### src/rtl/control_pkg.sv
// Shared definitions for the multi-cycle control path: opcodes, ALU function codes,
// immediate-extension modes, FSM states and decoded instruction classes.
package control_pkg;

    localparam logic [5:0] OP_RTYPE = 6'b100000;
    localparam logic [5:0] OP_ADDI  = 6'b110000;
    localparam logic [5:0] OP_ANDI  = 6'b110010;
    localparam logic [5:0] OP_ORI   = 6'b110011;
    localparam logic [5:0] OP_LI    = 6'b111000;
    localparam logic [5:0] OP_LUI   = 6'b111001;
    localparam logic [5:0] OP_LW    = 6'b001111;
    localparam logic [5:0] OP_SW    = 6'b011111;
    localparam logic [5:0] OP_BEQ   = 6'b000000;
    localparam logic [5:0] OP_BNE   = 6'b000001;
    localparam logic [5:0] OP_B     = 6'b111111;

    localparam logic [3:0] ALU_ADD  = 4'b0000;
    localparam logic [3:0] ALU_SUB  = 4'b0001;
    localparam logic [3:0] ALU_AND  = 4'b0010;
    localparam logic [3:0] ALU_OR   = 4'b0011;
    localparam logic [3:0] ALU_NOT  = 4'b0100;
    localparam logic [3:0] ALU_NAND = 4'b0101;
    localparam logic [3:0] ALU_NOR  = 4'b0110;
    localparam logic [3:0] ALU_SRA  = 4'b1000;
    localparam logic [3:0] ALU_SRL  = 4'b1001;
    localparam logic [3:0] ALU_SLL  = 4'b1010;
    localparam logic [3:0] ALU_ROL  = 4'b1100;
    localparam logic [3:0] ALU_ROR  = 4'b1101;

    localparam logic [1:0] IMM_SEXT     = 2'b00;
    localparam logic [1:0] IMM_ZEXT     = 2'b01;
    localparam logic [1:0] IMM_SEXT_SH2 = 2'b10;
    localparam logic [1:0] IMM_UPPER    = 2'b11;

    typedef enum logic [2:0] {
        ST_IFETCH,
        ST_DECODE,
        ST_EXEC,
        ST_MEM,
        ST_WB
    } state_t;

    typedef enum logic [2:0] {
        CL_ILLEGAL,
        CL_RTYPE,
        CL_IMM,
        CL_LW,
        CL_SW,
        CL_BEQ,
        CL_BNE,
        CL_B
    } instr_class_t;

endpackage

### src/rtl/mc_decoder.sv
// Combinational instruction decoder: classifies the opcode and produces the
// EXEC-stage ALU function, B-operand select and immediate-extension mode.
module mc_decoder
    import control_pkg::*;
(
    input  logic [5:0]   opcode,
    input  logic [3:0]   func,
    output instr_class_t instr_class,
    output logic [3:0]   alu_func,
    output logic         alu_bin_sel,
    output logic [1:0]   imm_ext
);

    always_comb begin
        instr_class = CL_ILLEGAL;
        alu_func    = ALU_ADD;
        alu_bin_sel = 1'b0;
        imm_ext     = IMM_SEXT;
        case (opcode)
            OP_RTYPE: begin
                instr_class = CL_RTYPE;
                alu_func    = func;
            end
            OP_ADDI, OP_LI: begin
                instr_class = CL_IMM;
                alu_bin_sel = 1'b1;
            end
            OP_ANDI: begin
                instr_class = CL_IMM;
                alu_func    = ALU_AND;
                alu_bin_sel = 1'b1;
                imm_ext     = IMM_ZEXT;
            end
            OP_ORI: begin
                instr_class = CL_IMM;
                alu_func    = ALU_OR;
                alu_bin_sel = 1'b1;
                imm_ext     = IMM_ZEXT;
            end
            OP_LUI: begin
                instr_class = CL_IMM;
                alu_bin_sel = 1'b1;
                imm_ext     = IMM_UPPER;
            end
            // Address generation for memory ops is base register plus immediate.
            OP_LW: begin
                instr_class = CL_LW;
                alu_bin_sel = 1'b1;
            end
            OP_SW: begin
                instr_class = CL_SW;
                alu_bin_sel = 1'b1;
            end
            OP_BEQ: begin
                instr_class = CL_BEQ;
                alu_func    = ALU_SUB;
                imm_ext     = IMM_SEXT_SH2;
            end
            OP_BNE: begin
                instr_class = CL_BNE;
                alu_func    = ALU_SUB;
                imm_ext     = IMM_SEXT_SH2;
            end
            OP_B: begin
                instr_class = CL_B;
                imm_ext     = IMM_SEXT_SH2;
            end
            default: ;
        endcase
    end

endmodule

### src/rtl/multicycle_control.sv
// Multi-cycle control FSM: sequences IFETCH/DECODE/EXEC/MEM/WB one state per cycle
// and drives the datapath enables, selects and memory strobes.
module multicycle_control
    import control_pkg::*;
#(
    parameter int MEM_TIMEOUT = 16
) (
    input  logic        Clk,
    input  logic        Reset,
    input  logic [31:0] Instr,
    input  logic        Zero,
    input  logic        Mem_ack,
    output logic        PC_sel,
    output logic        PC_LdEn,
    output logic        IR_LdEn,
    output logic        RF_WrEn,
    output logic        RF_WrData_sel,
    output logic        RF_B_sel,
    output logic        ALU_Bin_sel,
    output logic [3:0]  ALU_func,
    output logic [1:0]  ImmExt,
    output logic        Mem_WrEn,
    output logic        Mem_RdEn,
    output logic        Mem_err
);

    state_t       state, next_state;
    logic [3:0]   wait_cnt;
    logic         is_load;
    instr_class_t instr_class;
    logic [3:0]   dec_alu_func;
    logic         dec_bin_sel;
    logic [1:0]   dec_imm_ext;
    logic         mem_timeout;
    logic         branch_taken;
    logic         class_b_sel;
    logic         unused_instr_bits;

    assign unused_instr_bits = ^Instr[25:4];

    mc_decoder u_decoder (
        .opcode      (Instr[31:26]),
        .func        (Instr[3:0]),
        .instr_class (instr_class),
        .alu_func    (dec_alu_func),
        .alu_bin_sel (dec_bin_sel),
        .imm_ext     (dec_imm_ext)
    );

    assign mem_timeout  = (wait_cnt == 4'(MEM_TIMEOUT - 1));
    assign branch_taken = ((instr_class == CL_BEQ) && Zero) ||
                          ((instr_class == CL_BNE) && !Zero) ||
                          (instr_class == CL_B);
    // Stores and branches need the Instr[20:16] register on the second read port.
    assign class_b_sel  = (instr_class == CL_SW) || (instr_class == CL_BEQ) ||
                          (instr_class == CL_BNE);

    always_ff @(posedge Clk) begin
        if (Reset) begin
            state    <= ST_IFETCH;
            wait_cnt <= 4'd0;
            Mem_err  <= 1'b0;
            is_load  <= 1'b0;
        end else begin
            state <= next_state;
            if (state == ST_EXEC)
                is_load <= (instr_class == CL_LW);
            if ((state == ST_MEM) && !Mem_ack && !mem_timeout)
                wait_cnt <= wait_cnt + 4'd1;
            else
                wait_cnt <= 4'd0;
            if ((state == ST_MEM) && !Mem_ack && mem_timeout)
                Mem_err <= 1'b1;
        end
    end

    always_comb begin
        next_state    = ST_IFETCH;
        PC_sel        = 1'b0;
        PC_LdEn       = 1'b0;
        IR_LdEn       = 1'b0;
        RF_WrEn       = 1'b0;
        RF_WrData_sel = 1'b0;
        RF_B_sel      = 1'b0;
        ALU_Bin_sel   = 1'b0;
        ALU_func      = ALU_ADD;
        ImmExt        = IMM_SEXT;
        Mem_WrEn      = 1'b0;
        Mem_RdEn      = 1'b0;

        case (state)
            ST_IFETCH: next_state = ST_DECODE;
            ST_DECODE: next_state = (instr_class == CL_ILLEGAL) ? ST_IFETCH : ST_EXEC;
            ST_EXEC: begin
                case (instr_class)
                    CL_RTYPE, CL_IMM: next_state = ST_WB;
                    CL_LW, CL_SW:     next_state = ST_MEM;
                    default:          next_state = ST_IFETCH;
                endcase
            end
            // An ack arriving on the timeout cycle still completes the access.
            ST_MEM: begin
                if (Mem_ack)
                    next_state = is_load ? ST_WB : ST_IFETCH;
                else if (mem_timeout)
                    next_state = ST_IFETCH;
                else
                    next_state = ST_MEM;
            end
            default: next_state = ST_IFETCH;
        endcase

        if (!Reset) begin
            case (state)
                ST_IFETCH: begin
                    IR_LdEn = 1'b1;
                    PC_LdEn = 1'b1;
                end
                ST_DECODE: RF_B_sel = class_b_sel;
                ST_EXEC: begin
                    RF_B_sel    = class_b_sel;
                    ALU_func    = dec_alu_func;
                    ALU_Bin_sel = dec_bin_sel;
                    ImmExt      = dec_imm_ext;
                    PC_LdEn     = branch_taken;
                    PC_sel      = branch_taken;
                end
                ST_MEM: begin
                    RF_B_sel    = class_b_sel;
                    ALU_func    = dec_alu_func;
                    ALU_Bin_sel = dec_bin_sel;
                    ImmExt      = dec_imm_ext;
                    Mem_RdEn    = is_load;
                    Mem_WrEn    = !is_load;
                end
                ST_WB: begin
                    RF_B_sel      = class_b_sel;
                    ALU_func      = dec_alu_func;
                    ALU_Bin_sel   = dec_bin_sel;
                    ImmExt        = dec_imm_ext;
                    RF_WrEn       = 1'b1;
                    RF_WrData_sel = is_load;
                end
                default: ;
            endcase
        end
    end

endmodule

### config.mk
export PLATFORM = sky130hd
export DESIGN_NAME = multicycle_control
export DESIGN_NICKNAME = d
export VERILOG_FILES = /design/src/rtl/control_pkg.sv /design/src/rtl/mc_decoder.sv /design/src/rtl/multicycle_control.sv
export SDC_FILE = /design/constraint.sdc
export NUM_CORES = 1
export LEC_CHECK = 0
export CELL_PAD_IN_SITES_DETAIL_PLACEMENT = 0
export CELL_PAD_IN_SITES_GLOBAL_PLACEMENT = 1
export CORE_MARGIN = 4
export CORE_UTILIZATION = 25
export CTS_BUF_LIST = sky130_fd_sc_hd__clkbuf_4 sky130_fd_sc_hd__clkbuf_8
export DETAILED_ROUTE_END_ITERATION = 16
export HOLD_SLACK_MARGIN = 0.06
export PLACE_DENSITY = 0.83
export REMOVE_ABC_BUFFERS = 1
export SYNTH_ARGS = -nofsm -noshare
export SYNTH_HDL_FRONTEND = slang
export SYNTH_SLANG_ARGS = --single-unit
### constraint.sdc
create_clock -name Clk -period 1.9 [get_ports Clk]
set_input_delay 0.285 -clock Clk [delete_from_list [all_inputs] [get_ports Clk]]
set_output_delay 0.285 -clock Clk [all_outputs]
set_load 0.03 [all_outputs]
==> results of run 1 <==
## worst min path at each step
stage,cells past startpoint,from,slack (ns),to
floorplan,1,Reset,0.35,is_load$_SDFFE_PP0P_
global placement,1,wait_cnt[0]$_SDFF_PP0_,0.43,wait_cnt[0]$_SDFF_PP0_
detailed placement,1,wait_cnt[0]$_SDFF_PP0_,0.43,wait_cnt[0]$_SDFF_PP0_
CTS,1,wait_cnt[0]$_SDFF_PP0_,0.45,wait_cnt[0]$_SDFF_PP0_
global route,1,wait_cnt[0]$_SDFF_PP0_,0.47,wait_cnt[0]$_SDFF_PP0_
finish,1,wait_cnt[0]$_SDFF_PP0_,0.44,wait_cnt[0]$_SDFF_PP0_
## power by group
group / internal, mW / leakage (nW) / switching [mW]
registers: 0.191 / 0.0743 / 0.00139
clock network: 0.0950 / 0.0184 / 0.0671
logic: 0.0940 / 0.524 / 0.0912
total: 0.380 / 0.617 / 0.160
## Yosys cell counts, drive strengths merged, types with 2 or more instances
| cell | n | share of area (%) |
|---|---|---|
| nor2 | 19 | 8.7 |
| dfxtp | 9 | 22 |
| a31oi | 5 | 3.8 |
| and2 | 5 | 3.8 |
| buf | 5 | 3.0 |
| nand2 | 5 | 2.3 |
| o21ai | 5 | 3.0 |
| a211oi | 4 | 3.7 |
| a21oi | 4 | 2.4 |
| inv | 4 | 1.8 |
| nand2b | 4 | 3.3 |
| nor4 | 4 | 3.8 |
| and3 | 3 | 2.3 |
| clkbuf | 3 | 1.4 |
| nand3 | 3 | 1.8 |
| nor2b | 3 | 2.3 |
| a22o | 2 | 2.1 |
| a22oi | 2 | 1.8 |
| a32oi | 2 | 2.1 |
| and4 | 2 | 2.4 |
| nor3 | 2 | 1.2 |
| nor3b | 2 | 1.8 |
| o21a | 2 | 1.8 |
| or3b | 2 | 2.1 |
| xor2 | 2 | 2.1 |
## stage by stage
stage               cell area [sq um]  power, mW  hold slack, ns
floorplan                         786      0.260           0.354
global placement                 1320      0.368           0.433
detailed placement               1320      0.370           0.433
CTS                              1410      0.533           0.447
global route                     1430      0.570           0.475
finish                           1430      0.539           0.445
## what timing repair did
action / 4_1_cts / 5_1_grt
buffers inserted: 2 / 1
endpoints found under the setup margin: 10 / 9
resized for setup: 25 / 9
hold buffers: 0 / 0
pin swaps: 10 / 4
## final cells by class
cell class | instances | area (sq um)
multi-input combinational | 93 | 649
sequential | 9 | 186
tap | 44 | 55.1
clock buffer | 4 | 30.0
fill | 340 | 1670
timing repair buffer | 62 | 497
inverter | 4 | 15.0
## critical path, stage by stage (launching register included)
cell and delay [ns]:
dfxtp_4 0.34, or3b_4 0.39, a21o_4 0.24, nor4_2 0.20, buf_4 0.19
## routing by layer
metal | global-route usage, % | routed length [microns] | up-vias
met2 | 23.3 | 1390 | 40
met3 | 2.39 | 160 | 2
li1 | - | - | 539
met5 | 0 | 0 | -
met1 | 16.4 | 1140 | 500
met4 | 1.81 | 10 | 0
## cell families after synthesis
family	count (synthesis)	synth area share [%]
flops	9	21.9
buf+inv	12	6.24
compound gates	32	28.3
simple gates	57	38.8
xor+xnor	3	3.20
fa+ha+maj	1	1.52
## registers in the layout (all words and copies together) (netlist names)
signal and cells:
wait_cnt 4, state 3, Mem_err 1, is_load 1
==> out/metrics.csv, run 1 <==
stage,metric,value,unit
sta,Worst Tran Pin Value,0.301,ns
yosys,average size of a mapped cell,7.21,sq um
cts,CTS buffer count,3,
outcome,outcome,"complete, but fails checks",
yosys,"EDFF count, synth",0,
finish,share of layout cells above drive strength 1,43.0,%
finish,most frequent cells in the layout,"buf_4 (44), nor2_1 (17), clkdlybuf4s50_1 (7)",
die,# rows,20,
finish,final core utilization,46.2,%
die,Die Y,65.3,microns
yosys,Cells after Synth,114,
route,Via Count,1081,
placement,PortBufs,29,
global_route,largest net degree at the start of global routing,12,
cts,Worst-Skew Late Latency,0.26,ns
sta,Fin Clk Skew,0.00866,ns
finish,Post-layout nets,210,
cts,CTS root buffer,clkbuf_4,
yosys,"Cell Area, Synth",822,sq um
route,routed vias/inst,5.00,
finish,"most common cell after layout, fill and taps aside",buf_4,
placement,GPL Wtd Cong,0.800,
sta,final slew viol count,0,
critical_path,reg2reg setup slack,0.47,ns
flow_run,# Max-Cap Violations,0,
yosys,sequential-to-total area share from yosys stat,21.9,%
sta,final setup margin,-0.00644,ns
yosys,ys flop type,dfxtp_1,
cts,CTS tree,built,
finish,Final Non-Filler Cells,216,
sta,fmax,525,MHz
finish,area delta synth->final,74.3,%
yosys,"Distinct cells, synth",41,
route,initial DRC count,36,
global_route,All-Layer GR Usage,13.0,%
route,"antenna viol nets, final",0,
sta,setup violators final,2,
die,core box area,3100,sq um
global_route,first-pass GRT wire length,4.63,mm
critical_path,CP required,1.62,ns
critical_path,Worst Path Max Fanout,4,
placement,dpl ws,-0.296,ns
critical_path,FF-to-FF path depth,6,
sta,relative slew slack,79.9,%
power_and_ir_drop,Peak supply drop,233,uV
cts,CTS H-Tree Depth,1,
critical_path,critical path type,flop to output pin,
sta,unrepaired setup endpoints after global routing,yes,
die,die area,4270,sq um
sta,final setup TNS,-0.00877,ns
route,total routed wirelength,2.71,mm
die,starting density of the core,26.5,%
yosys,Ys Warns,0,
critical_path,worst setup path end,ALU_func[0],
cts,CTS Buffer Depth,2,
die,Die Wd,65.3,microns
global_route,vias in the first global route,1058,
global_route,GRT overflow,0,
route,drc violations,0,
die,IO Pins,52,
global_route,initial antenna violation count,0,
route,DRT Pass-1 Iters,4,
hold_path,HP Class,flop to flop,
cts,clock sink count,9,
sta,fin crit share,100,%
sta,min cycle time layout,1.91,ns
critical_path,Worst R2R End,state[2]$_SDFF_PP0_,
sta,Final Hold Viols,0,
placement,dpl cells,209,
placement,hpwl dp,2.14,mm
critical_path,CP startpoint,state[1]$_SDFF_PP0_,
outcome,failing checks,negative setup slack,
yosys,#FFs+latches synth,9,
finish,n_diodes,0,
route,DR WL/cell,12.5,microns
critical_path,Critical Path End Type,output pin,
yosys,Async SR Flop Fraction,0,%
power_and_ir_drop,Power per Cell Area,376,nW/um^2
critical_path,"Data arrival, critical path",1.62,ns
power_and_ir_drop,leakage power,0.617,nW
critical_path,Setup crit start kind,flop,
critical_path,R2R Path Start,state[2]$_SDFF_PP0_,
cts,Worst-path clk slew,0.07,ns
No activity file was read; power rests on OpenSTA's default activity.
==> inputs of run 2 (changes only) <==
CORE_MARGIN = 2   (was 4)
==> run 2 against run 1 <==
Compared with the run above:
- the run still ends with negative setup slack left
- clock power hardly changed
- critical path depth stayed put
- fmax is 3.6% lower
- combinational power hardly changed
- sequential cell count stayed put
- critical endpoint unchanged
- highest routed layer is now met3
==> out/metrics.csv, run 2 (same netlist as run 1, synthesis figures left out) <==
stage,metric,value,unit,change
outcome,outcome,"complete, but fails checks",,unchanged
outcome,failing checks,negative setup slack,,unchanged
sta,setup violators final,4,,was 2
die,Die Y,61.3,microns,was 65.3 microns
die,die area,3760,sq um,was 4270 sq um
placement,placed cell areas,1300,sq um,was 1320 sq um
sta,Final Hold Viols,0,,unchanged
global_route,first-pass GRT wire length,4.37,mm,was 4.63 mm
sta,fin crit share,104,%,was 100%
finish,max reg flops,4,,unchanged
global_route,initial antenna violation count,0,,unchanged
cts,CTS H-Tree Depth,1,,unchanged
cts,Worst-path clk slew,0.07,ns,about the same
route,"antenna viol nets, final",0,,unchanged
placement,dpl ws,-0.295,ns,was -0.296 ns
cts,CTS root buffer,clkbuf_4,,unchanged
finish,Biggest register,wait_cnt,,unchanged
critical_path,critical path type,flop to output pin,,unchanged
critical_path,"Data arrival, critical path",1.69,ns,was 1.62 ns
route,total routed wirelength,2.68,mm,was 2.71 mm
sta,unrepaired setup endpoints after global routing,yes,,unchanged
finish,"most common cell after layout, fill and taps aside",buf_4,,unchanged
finish,Post-layout nets,209,,was 210
critical_path,R2R Path Start,state[2]$_SDFF_PP0_,,unchanged
sta,fmax,506,MHz,was 525 MHz
finish,share of layout cells above drive strength 1,45.0,%,was 43.0%
die,starting density of the core,26.5,%,unchanged
finish,area delta synth->final,76.0,%,was 74.3%
critical_path,Worst Path Max Fanout,3,,was 4
finish,n_diodes,0,,unchanged
sta,Worst Tran Pin Value,0.320,ns,was 0.301 ns
critical_path,Setup crit start kind,flop,,unchanged
hold_path,hold_sp,wait_cnt[0]$_SDFF_PP0_,,unchanged
critical_path,Top delay family on crit path,simple AND/OR/NAND/NOR gates,,unchanged
cts,clock sink count,9,,unchanged
global_route,GRT overflow,0,,unchanged
die,# rows,20,,unchanged
power_and_ir_drop,Peak supply drop,240,uV,was 233 uV
route,DR WL/cell,12.5,microns,about the same
sta,final setup TNS,-0.147,ns,was -0.00877 ns
sta,final setup margin,-0.0782,ns,was -0.00644 ns
cts,CTS Buffer Depth,2,,unchanged
critical_path,Critical Path End Type,output pin,,unchanged
finish,most frequent cells in the layout,"buf_4 (39), nor2_1 (14), clkdlybuf4s50_1 (7), buf_6 (7), dfxtp_1 (6)",,"was buf_4 (44), nor2_1 (17), clkdlybuf4s50_1 (7)"
global_route,vias in the first global route,1000,,was 1058
route,Via Count,1093,,was 1081
critical_path,CP Cell Sequence,"or3b_4, a21o_1, nor4_1, buf_4",,"was or3b_4, a21o_4, nor4_2, buf_4"
power_and_ir_drop,leakage power,0.613,nW,was 0.617 nW
power_and_ir_drop,Power per Cell Area,375,nW/um^2,was 376 nW/um^2
route,drc violations,0,,unchanged
critical_path,Slowest Stage Delay on Critical Path,0.41,ns,was 0.39 ns
sta,Fin Clk Skew,0.00367,ns,was 0.00866 ns
finish,Final Cell Area,1450,sq um,was 1430 sq um
critical_path,CP startpoint,state[0]$_SDFF_PP0_,,was state[1]$_SDFF_PP0_
critical_path,CP bufs+invs,1,,unchanged
critical_path,CP required,1.62,ns,about the same
placement,hpwl dp,1.94,mm,was 2.14 mm
finish,largest registers,"wait_cnt: 4 flops, state: 3 flops",,unchanged
die,Die Wd,61.3,microns,was 65.3 microns
route,DRT Pass-1 Iters,4,,unchanged
flow_run,# Max-Cap Violations,0,,unchanged
cts,Hold Buf Count CTS,0,,unchanged
cts,CTS tree,built,,unchanged
global_route,largest net degree at the start of global routing,14,,was 12
route,routed vias/inst,5.08,,was 5.00
cts,Worst-Skew Late Latency,0.26,ns,about the same
placement,GPL Wtd Cong,0.855,,was 0.800
critical_path,CP max stage cell,or3b_4,,unchanged
placement,PortBufs,29,,unchanged
hold_path,HP Class,flop to flop,,unchanged
cts,CTS buffer count,3,,unchanged
die,core box area,3100,sq um,unchanged
sta,relative slew slack,78.5,%,was 79.9%
die,IO Pins,52,,unchanged
sta,min cycle time layout,1.98,ns,was 1.91 ns
global_route,All-Layer GR Usage,15.1,%,was 13.0%
finish,final core utilization,46.6,%,was 46.2%
sta,final slew viol count,0,,unchanged
route,initial DRC count,26,,was 36
finish,# fillers,340,,unchanged
run 2: per-stage QoR:
stage,hold WS [ns],cells,total power [mW]
4_1_cts,0.448,215,0.539
3_5_place_dp,0.439,207,0.366
3_3_place_gp,0.429,207,0.364
5_1_grt,0.469,215,0.577
2_1_floorplan,0.354,106,0.260
6_report,0.447,215,0.542
run 2: layout make-up:
type                       count  area [sq um]  area share, %
clock buffer                   4          30.0           2.08
timing repair buffer          61           502           34.7
sequential                     9           184           12.7
tap                           44          55.1           3.81
inverter                       4          15.0           1.04
multi-input combinational     93           661           45.7
run 2: final timing paths:
| check | to | slack [ns] | cells past startpoint |
|---|---|---|---|
| max | ALU_func[0] | -0.08 | 4 |
| min | wait_cnt[0]$_SDFF_PP0_ | 0.45 | 1 |
| max reg2reg | state[2]$_SDFF_PP0_ | 0.52 | 6 |
| min reg2reg | wait_cnt[0]$_SDFF_PP0_ | 0.45 | 1 |
run 2: what timing repair did:
| action | 4_1_cts | 5_1_grt |
|---|---|---|
| gates cloned | 1 | 0 |
| endpoints found under the setup margin | 10 | 9 |
| buffers inserted | 3 | 0 |
| pin swaps | 9 | 9 |
| endpoints found under the hold margin | 0 | 0 |
| gates resized for setup | 24 | 17 |
run 2: where the power goes:
part	total [mW]	internal [mW]	switching, mW
clock network	0.164	0.0953	0.0692
logic	0.184	0.0930	0.0911
registers	0.193	0.192	0.00161
total	0.542	0.380	0.162
run 2: metal layers:
metal | vias to the layer above | wire, microns | GRT usage [%]
li1 | 535 | - | -
met1 | 522 | 1190 | 19.9
met2 | 36 | 1340 | 25.5
met3 | 0 | 155 | 3.15
met4 | 0 | 0 | 3.34
met5 | - | 0 | 0
